### src/rtl/music_box_pkg.sv
// Shared types and default widths for the music box pattern sequencer.
package music_box_pkg;

  localparam int IN_W_DEF  = 4;
  localparam int OUT_W_DEF = 10;
  localparam int DIV_W_DEF = 16;

  typedef enum logic [1:0] {
    IDLE   = 2'd0,
    PLAY   = 2'd1,
    FINISH = 2'd2
  } state_t;

endpackage

### src/rtl/pattern_table.sv
// 2^IN_W x OUT_W register file: async clear, one synchronous write port and
// one combinational read port (a same-cycle read of the written address sees the old value).
module pattern_table #(
  parameter int IN_W  = 4,
  parameter int OUT_W = 10
) (
  input  logic             clk,
  input  logic             rst_n,
  input  logic             we,
  input  logic [IN_W-1:0]  waddr,
  input  logic [OUT_W-1:0] wdata,
  input  logic [IN_W-1:0]  raddr,
  output logic [OUT_W-1:0] rdata
);

  localparam int DEPTH = 2 ** IN_W;

  logic [OUT_W-1:0] mem [DEPTH];

  // NOTE: this table is small flop storage that must read back as zero after
  // reset, so every entry is cleared; large RAMs normally get no reset at all.
  always_ff @(posedge clk or negedge rst_n) begin
    if (!rst_n) begin
      for (int i = 0; i < DEPTH; i++) mem[i] <= '0;
    end else if (we) begin
      mem[waddr] <= wdata;
    end
  end

  assign rdata = mem[raddr];

endmodule

### src/rtl/pattern_sequencer.sv
// Programmable note/LED pattern source: registered direct decode of a table entry,
// or a tempo-driven walk over entries 0..last_step, one-shot or looping.
module pattern_sequencer
  import music_box_pkg::*;
#(
  parameter int IN_W  = IN_W_DEF,
  parameter int OUT_W = OUT_W_DEF,
  parameter int DIV_W = DIV_W_DEF
) (
  input  logic             clk,
  input  logic             rst_n,
  input  logic             cfg_we,
  input  logic [IN_W-1:0]  cfg_addr,
  input  logic [OUT_W-1:0] cfg_data,
  input  logic             mode,
  input  logic [IN_W-1:0]  sel,
  input  logic             start,
  input  logic             stop,
  input  logic             loop_en,
  input  logic [DIV_W-1:0] tick_div,
  input  logic [IN_W-1:0]  last_step,
  output logic [OUT_W-1:0] pattern_out,
  output logic [IN_W-1:0]  step_idx,
  output logic             step_strobe,
  output logic             busy,
  output logic             done
);

  state_t           state_q, state_d;
  logic [DIV_W-1:0] div_q, div_d;
  logic [DIV_W-1:0] tick_q, tick_d;
  logic [IN_W-1:0]  last_q, last_d;
  logic             loop_q, loop_d;
  logic [IN_W-1:0]  step_d;
  logic [OUT_W-1:0] pat_d;
  logic             strobe_d;
  logic [IN_W-1:0]  rd_addr;
  logic [OUT_W-1:0] rd_data;

  pattern_table #(
    .IN_W  (IN_W),
    .OUT_W (OUT_W)
  ) u_table (
    .clk   (clk),
    .rst_n (rst_n),
    .we    (cfg_we),
    .waddr (cfg_addr),
    .wdata (cfg_data),
    .raddr (rd_addr),
    .rdata (rd_data)
  );

  // NOTE: every signal assigned here gets a default first, so no path can
  // leave one unassigned and infer a latch; blocking '=' is correct in comb logic.
  always_comb begin
    state_d  = state_q;
    div_d    = div_q;
    tick_d   = tick_q;
    last_d   = last_q;
    loop_d   = loop_q;
    step_d   = step_idx;
    pat_d    = pattern_out;
    strobe_d = 1'b0;
    rd_addr  = sel;

    case (state_q)
      IDLE: begin
        if (!mode) begin
          pat_d  = rd_data;
          step_d = sel;
        end else if (start) begin
          tick_d   = tick_div;
          last_d   = last_step;
          loop_d   = loop_en;
          rd_addr  = '0;
          step_d   = '0;
          pat_d    = rd_data;
          strobe_d = 1'b1;
          div_d    = tick_div;
          state_d  = PLAY;
        end
      end

      PLAY: begin
        // Stop wins over a step load that would land in the same cycle.
        if (stop) begin
          pat_d   = '0;
          state_d = IDLE;
        end else if (div_q != '0) begin
          div_d = div_q - DIV_W'(1);
        end else if (step_idx != last_q || loop_q) begin
          rd_addr  = (step_idx != last_q) ? step_idx + IN_W'(1) : '0;
          step_d   = rd_addr;
          pat_d    = rd_data;
          strobe_d = 1'b1;
          div_d    = tick_q;
        end else begin
          state_d = FINISH;
        end
      end

      FINISH: begin
        pat_d   = '0;
        state_d = IDLE;
      end

      default: state_d = IDLE;
    endcase
  end

  // NOTE: sequential state uses non-blocking '<=' so all registers update
  // together from pre-edge values, independent of statement order.
  always_ff @(posedge clk or negedge rst_n) begin
    if (!rst_n) begin
      state_q     <= IDLE;
      div_q       <= '0;
      tick_q      <= '0;
      last_q      <= '0;
      loop_q      <= 1'b0;
      step_idx    <= '0;
      pattern_out <= '0;
      step_strobe <= 1'b0;
    end else begin
      state_q     <= state_d;
      div_q       <= div_d;
      tick_q      <= tick_d;
      last_q      <= last_d;
      loop_q      <= loop_d;
      step_idx    <= step_d;
      pattern_out <= pat_d;
      step_strobe <= strobe_d;
    end
  end

  assign busy = (state_q == PLAY);
  assign done = (state_q == FINISH);

endmodule
### config.mk
export PLATFORM = sky130hd
export DESIGN_NAME = pattern_sequencer
export DESIGN_NICKNAME = d
export VERILOG_FILES = /design/src/rtl/music_box_pkg.sv /design/src/rtl/pattern_table.sv /design/src/rtl/pattern_sequencer.sv
export SDC_FILE = /design/constraint.sdc
export NUM_CORES = 1
export LEC_CHECK = 0
export ABC_AREA = 1
export CAP_MARGIN = 20
export CORE_UTILIZATION = 60
export DETAILED_ROUTE_END_ITERATION = 6
export PLACE_DENSITY = 0.86
export SLEW_MARGIN = 20
export SYNTH_ARGS = -nofsm -noshare
export SYNTH_HDL_FRONTEND = slang
export SYNTH_SLANG_ARGS = --single-unit
export TNS_END_PERCENT = 10
### constraint.sdc
create_clock -name clk -period 2.55 [get_ports clk]
set_input_delay 0.6375 -clock clk [delete_from_list [all_inputs] [get_ports clk]]
set_output_delay 0.6375 -clock clk [all_outputs]
set_load 0.01 [all_outputs]
==> flow_summary_export.csv, run 1 <==
group,metric,value,unit
sta,setup_slack,-0.1145,ns
placement,port_buffers,61,
synthesis,synthAdderAreaFrac,0.008387,
clock_tree,clockRootBuffer,"clkbuf_16",
synthesis,synth_seq_area_share,0.5128,
synthesis,synth_compound_area_frac,0.1259,
power,vdd_ir_drop_max,685.6,uV
synthesis,yosys.area_share.xor_xnor,0.006710,
cells_and_area,layoutNonFillerInstCount,1618,
synthesis,synthMuxAreaShare,0.008627,
sta,maxSlewHeadroom,0.5419,
clock_tree,numCtsBuffers,23,
synthesis,avgSynthCellArea,8.045,um2
clock_tree,insertion_delay,0.53,ns
setup_path,slowest_delay,0.42,ns
global_routing,first_global_vias,9800,
job,maxCapViolCount,0,
routing,viasPerCell,6.457,
cells_and_area,area_delta_synth_final,25.27,%
floorplan,initial_core_util,0.6231,
synthesis,synth_flop_cell,"dfrtp_1",
sta,slew_viol_final,0,
cells_and_area,fillCellCount,1040,
setup_path,crit_arrival,3.13,ns
clock_tree,h-tree-depth,1,
floorplan,die_w,133.9,um
cells_and_area,finalNetCount,1434,
sta,skew,0.02308,ns
power,power_density,1209,nW/um2
global_routing,grt_max_degree,68,
cells_and_area,final_layout_size_suffix_gt1_frac,0.1645,
routing,drc,0,
routing,dr.pass1.iters,7,
floorplan,io-pin-count,62,
sta,hold_viol_final,0,
status,failed_checks,"setup timing",
floorplan,core,16760,um2
routing,routed_wl,33940,um
routing,wl_per_cell,20.98,um
global_routing,grt_usage,0.3413,
setup_path,start_kind,"flop",
placement,gp_congestion,0.8982,
routing,initialDrtViolationCount,1583,
global_routing,grt-ovfl-total,0,
status,status,"finished with violations",
sta,fin_setup_tns,-0.6001,ns
floorplan,floorplan.rows,47,
cells_and_area,n_antenna_cell,0,
synthesis,syn_inst,1298,
setup_path,crit_family,"simple AND/OR/NAND/NOR gates",
worst_hold_path,worstHoldPathType,"in -> async",
synthesis,ys_async_sr_fraction,1.000,
synthesis,yosys_warnings,0,
clock_tree,cts.sinks,214,
cells_and_area,layout_commonest_cell,"nand2_1",
synthesis,synth_fp_nets,1350,
routing,vias,10450,
setup_path,path_buf_inv,4,
sta,layout_min_cycle_time,2.665,ns
sta,max_freq,375.3,MHz
setup_path,crit_chain,"inv_2 > ha_4 > inv_2 > nor2_1 > nand4_1 > nor2_4 > nand2_4 > or2_4 > nor2_4 > nor2_2 > nor2_4 > buf_6 > buf_6 > nand3_1 > nand3_1 > nand3_1 > nand2_1",
clock_tree,clk_pin_slew_worst_paths,0.06,ns
power,leakagePower,6.057,nW
floorplan,die_area,17940,um2
setup_path,cp_data_required_time,3.01,ns
synthesis,synth_edf_count,0,
placement,place_hpwl,18260,um
synthesis,ys_types,37,
synthesis,synthesis.area,10440,um2
sta,period_share,1.045,
placement,place_inst,1552,
synthesis,synth_simple_gate_area_frac,0.2731,
global_routing,grt_pass1_wl,48660,um
synthesis,ys_ff_latch,214,
sta,tightest_slew,0.6863,ns
setup_path,crit_slowest_cell,"dfrtp_1",
cells_and_area,mostFrequentLayoutCells,"289 x nand2_1, 214 x dfrtp_1, 201 x nand3_1, 164 x o21ai_0, 81 x nor2_1",
floorplan,die_y,133.9,um
global_routing,antenna_found_initial,0,
setup_path,worstSetupPathType,"reg -> reg",
clock_tree,cts.path.max_buffers,3,
clock_tree,cts_tree,"built",
routing,ant_nets,0,
setup_path,path_max_fanout,5,
sta,setup_viol,9,
setup_path,end_kind,"flop",
synthesis,synth_top_family_by_area,"simple AND/OR/NAND/NOR gates",
==> layout make-up <==
type / instances / area, um2 / share of cell area
Sequential cell: 214 / 5355 / 0.4094
Multi-Input combinational cell: 926 / 4773 / 0.3649
Timing Repair Buffer: 152 / 1683 / 0.1286
Clock buffer: 30 / 621.8 / 0.04754
Tap cell: 220 / 275.3 / 0.02104
Inverter: 65 / 246.5 / 0.01884
Clock inverter: 11 / 126.4 / 0.009660
==> per-stage QoR <==
stage | power, W | util | setup slack (ns) | instance area (um2) | hold slack (ns)
3_5_place_dp | 0.01085 | 0.6926 | -0.1563 | 11610 | 0.4734
4_1_cts | 0.01431 | 0.7409 | 0.02581 | 12420 | 0.09157
3_3_place_gp | 0.01064 | 0.6926 | -0.1246 | 11610 | 0.4642
2_1_floorplan | 0.008673 | - | 0.4225 | 10440 | 0.3419
5_1_grt | 0.01653 | 0.7805 | -0.1840 | 13080 | 0.1093
6_report | 0.01582 | 0.7805 | -0.1145 | 13080 | 0.08300
==> state kept, by name, indices dropped and copies added, names as in the netlist <==
| name | flops |
|---|---|
| tick_q | 16 |
| state_q | 2 |
| loop_q | 1 |
| u_table.mem | 160 |
| div_q | 16 |
| step_idx | 4 |
| step_strobe | 1 |
| last_q | 4 |
| pattern_out | 10 |
==> synth_stat cells (8+ instances only) <==
cell type / n / area, um2
buf_2: 31 / 155.2
clkbuf_1: 53 / 198.9
nand3_1: 248 / 1241
nor2_1: 83 / 311.6
dfrtp_1: 214 / 5355
nand2_1: 295 / 1107
inv_1: 55 / 206.5
mux2_2: 8 / 90.09
a31oi_1: 12 / 75.07
o21ai_0: 165 / 825.8
a21oi_1: 56 / 280.3
inv_2: 8 / 30.03
==> what timing repair did <==
item	4_1_cts	5_1_grt
hold buffers	0	0
buffers inserted	5	7
cloned	0	13
resized for setup	6	76
endpoints found under the hold margin	0	0
setup endpoints to repair	2	11
pin swaps	2	33
==> per-layer routing <==
| layer | share of wire | global-route usage |
|---|---|---|
| met2 | 0.46 | 0.5486 |
| met4 | 0.072 | 0.1736 |
| met3 | 0.12 | 0.06009 |
| met1 | 0.35 | 0.4470 |
| met5 | 0 | 0 |
==> worst paths after layout <==
path | startpoint | endpoint | slack (ns) | cells after the start
max reg2reg | div_q[1] | pattern_out[4] | -0.11 | 17
max | div_q[1] | pattern_out[4] | -0.11 | 17
min reg2reg | u_table.mem[9] | u_table.mem[9] | 0.49 | 2
min | rst_n | div_q[12] | 0.08 | 1
max in group asynchronous | rst_n | u_table.mem[100] | 1.75 | 2
min in group clk | u_table.mem[9] | u_table.mem[9] | 0.49 | 2
==> cell families after synthesis <==
group / count (synthesis)
AOI/OAI and AO/OA: 250
xor gates and xnor gates: 8
DFF: 214
buffers and inverters: 158
adders and majority gates: 7
muxes: 8
and+or+nand+nor: 653
==> where the power goes <==
part | internal (W) | switching, W
combinational | 0.00302 | 0.00436
sequential | 0.00436 | 0.000731
clock | 0.00194 | 0.00140
No activity file was read; power rests on OpenSTA's default activity.
==> inputs of run 2 (changes only) <==
clock period = 3.4 ns   (was 2.55 ns; I/O delays follow)
==> flow_summary_export.csv, run 2 (synthesis results as in run 1) <==
group,metric,value,unit
setup_path,path_max_fanout,9,
cells_and_area,multi_input_area,4449,um2
clock_tree,cts_tree,"built",
setup_path,startpoint,"state_q[1]",
routing,ant_nets,0,
sta,setup_slack,0.5816,ns
cells_and_area,layout_commonest_cell,"nand2_1",
routing,routed_wl,27910,um
global_routing,antenna_found_initial,0,
sta,fin_setup_tns,0,ns
setup_path,crit_family,"buffers and inverters",
status,failed_checks,"DRC",
power,vdd_ir_drop_max,469.5,uV
setup_path,reg2reg_slack,0.68,ns
setup_path,crit_arrival,1.97,ns
global_routing,grt_pass1_wl,46000,um
routing,wl_per_cell,17.95,um
floorplan,core,16760,um2
status,status,"finished with violations",
setup_path,slowest_delay,0.60,ns
placement,place_hpwl,17200,um
placement,dp_worst_setup_slack,0.3004,ns
setup_path,path_buf_inv,2,
clock_tree,clk_pin_slew_worst_paths,0.06,ns
clock_tree,post_cts_buffers,0,
cells_and_area,n_antenna_cell,0,
clock_tree,cts_resized,0,
sta,max_freq,354.8,MHz
clock_tree,insertion_delay,0.52,ns
global_routing,grt_max_degree,83,
sta,slew_viol_final,0,
routing,met1Wirelength,11280,um
cells_and_area,finalNetCount,1370,
placement,gp_congestion,0.9103,
sta,period_share,0.8289,
sta,whs,0.3592,ns
clock_tree,h-tree-depth,1,
setup_path,cp_data_required_time,2.55,ns
cells_and_area,fin_util,0.7165,
sta,maxSlewHeadroom,0.4443,
cells_and_area,fillCellCount,1252,
setup_path,crit_slowest_cell,"clkdlybuf4s50_1",
clock_tree,ctsHoldBuffers,0,
cells_and_area,largestRegisters,"u_table.mem x160, div_q x16, tick_q x16",
routing,initialDrtViolationCount,1119,
clock_tree,numCtsBuffers,23,
setup_path,regToRegEndpoint,"pattern_out[9]",
setup_path,crit_chain,"inv_1 > ha_1 > clkdlybuf4s50_1",
clock_tree,cts.sinks,214,
global_routing,grt-ovfl-total,0,
floorplan,die_w,133.9,um
clock_tree,clockRootBuffer,"clkbuf_16",
sta,grt_setup_unrepaired,"no",
floorplan,die_y,133.9,um
global_routing,grt_usage,0.3206,
setup_path,end_kind,"output port",
sta,hold_viol_final,0,
power,power_density,864.4,nW/um2
worst_hold_path,worstHoldPathType,"in -> async",
sta,layout_min_cycle_time,2.818,ns
routing,met3_length,2536,um
routing,drc,3,
floorplan,die_area,17940,um2
floorplan,floorplan.rows,47,
routing,vias,9522,
cells_and_area,seq_area,5355,um2
clock_tree,cts.path.max_buffers,3,
cells_and_area,mostFrequentLayoutCells,"295 x nand2_1, 248 x nand3_1, 214 x dfrtp_1, 165 x o21ai_0, 83 x nor2_1",
setup_path,reg2reg_depth,13,
job,maxCapViolCount,0,
sta,setup_viol,0,
placement,port_buffers,61,
cells_and_area,regMostFlops,"u_table.mem",
cells_and_area,final_layout_size_suffix_gt1_frac,0.07640,
routing,dr.pass1.iters,7,
cells_and_area,area_delta_synth_final,15.00,%
global_routing,first_global_vias,9138,
routing,viasPerCell,6.123,
sta,skew,0.01741,ns
routing,dr_wl_met2,13100,um
floorplan,io-pin-count,62,
setup_path,reg2reg_from,"state_q[1]",
routing,dr.max_layer_used,"met4",
setup_path,start_kind,"flop",
sta,tightest_slew,0.8315,ns
cells_and_area,largest_register_ffs,160,
setup_path,worstSetupPathType,"reg -> out",
floorplan,initial_core_util,0.6231,
power,leakagePower,5.538,nW
==> run 2: changes by cell type in the layout (fill, tap and decap cells not counted), moves of 3 or more <==
cell	before	now
nand3_1	201	248
nand3_2	47	2
buf_4	55	18
buf_6	10	0
clkbuf_16	31	23
buf_12	16	9
nand2_1	289	295
clkbuf_8	3	8
clkinv_2	6	2
inv_1	51	55
nand2_2	10	6
inv_2	11	8
==> run 2: area by class of cell <==
| cell class | instances | area share |
|---|---|---|
| clock inverter | 5 | 0.004793 |
| sequential | 214 | 0.4459 |
| clock buffer | 37 | 0.05814 |
| timing repair buffer | 88 | 0.07741 |
| inverter | 65 | 0.02032 |
| tap | 220 | 0.02292 |
| multi-input combinational | 926 | 0.3705 |
==> run 2: how the worst max path moves through the flow <==
stage | depth (start not counted) | to
after floorplan | 13 | pattern_out[1]
after global placement | 14 | pattern_out[0]
after detailed placement | 14 | pattern_out[0]
after CTS | 3 | busy
after global routing | 18 | pattern_out[1]
final | 3 | busy
==> run 2: stage by stage <==
stage,std cells,total power (W),cell area (um2)
6_report,1555,0.01038,12010
5_1_grt,1555,0.01100,12010
4_1_cts,1555,0.01032,12010
3_5_place_dp,1513,0.007817,11250
3_3_place_gp,1513,0.007671,11250
2_1_floorplan,1298,0.006505,10440
==> run 2: worst register-to-register path, stage by stage, from the launching register on <==
cell and delay [ns]:
dfrtp_1 0.42, inv_1 0.10, ha_1 0.35, clkinv_1 0.16, nor2_2 0.32, nand2_2 0.16, nand2_4 0.30, buf_12 0.23
nand2_1 0.08, nand3_1 0.07, nand3_1 0.10, nand3_1 0.18, nand3_1 0.12, nand2_1 0.10
==> run 2: metal layers <==
layer,vias to the layer above,GRT usage
met5,-,0
met4,0,0.1275
met3,72,0.05291
met2,524,0.5127
met1,4540,0.4387
li1,4386,-
==> run 2: power by group <==
group / internal, W / total [W] / switching [W] / leakage (nW)
clock network: 0.00148 / 0.00248 / 0.000996 / 0.373
logic: 0.00156 / 0.00415 / 0.00259 / 2.53
registers: 0.00327 / 0.00375 / 0.000477 / 2.63
total: 0.00631 / 0.0104 / 0.00407 / 5.54
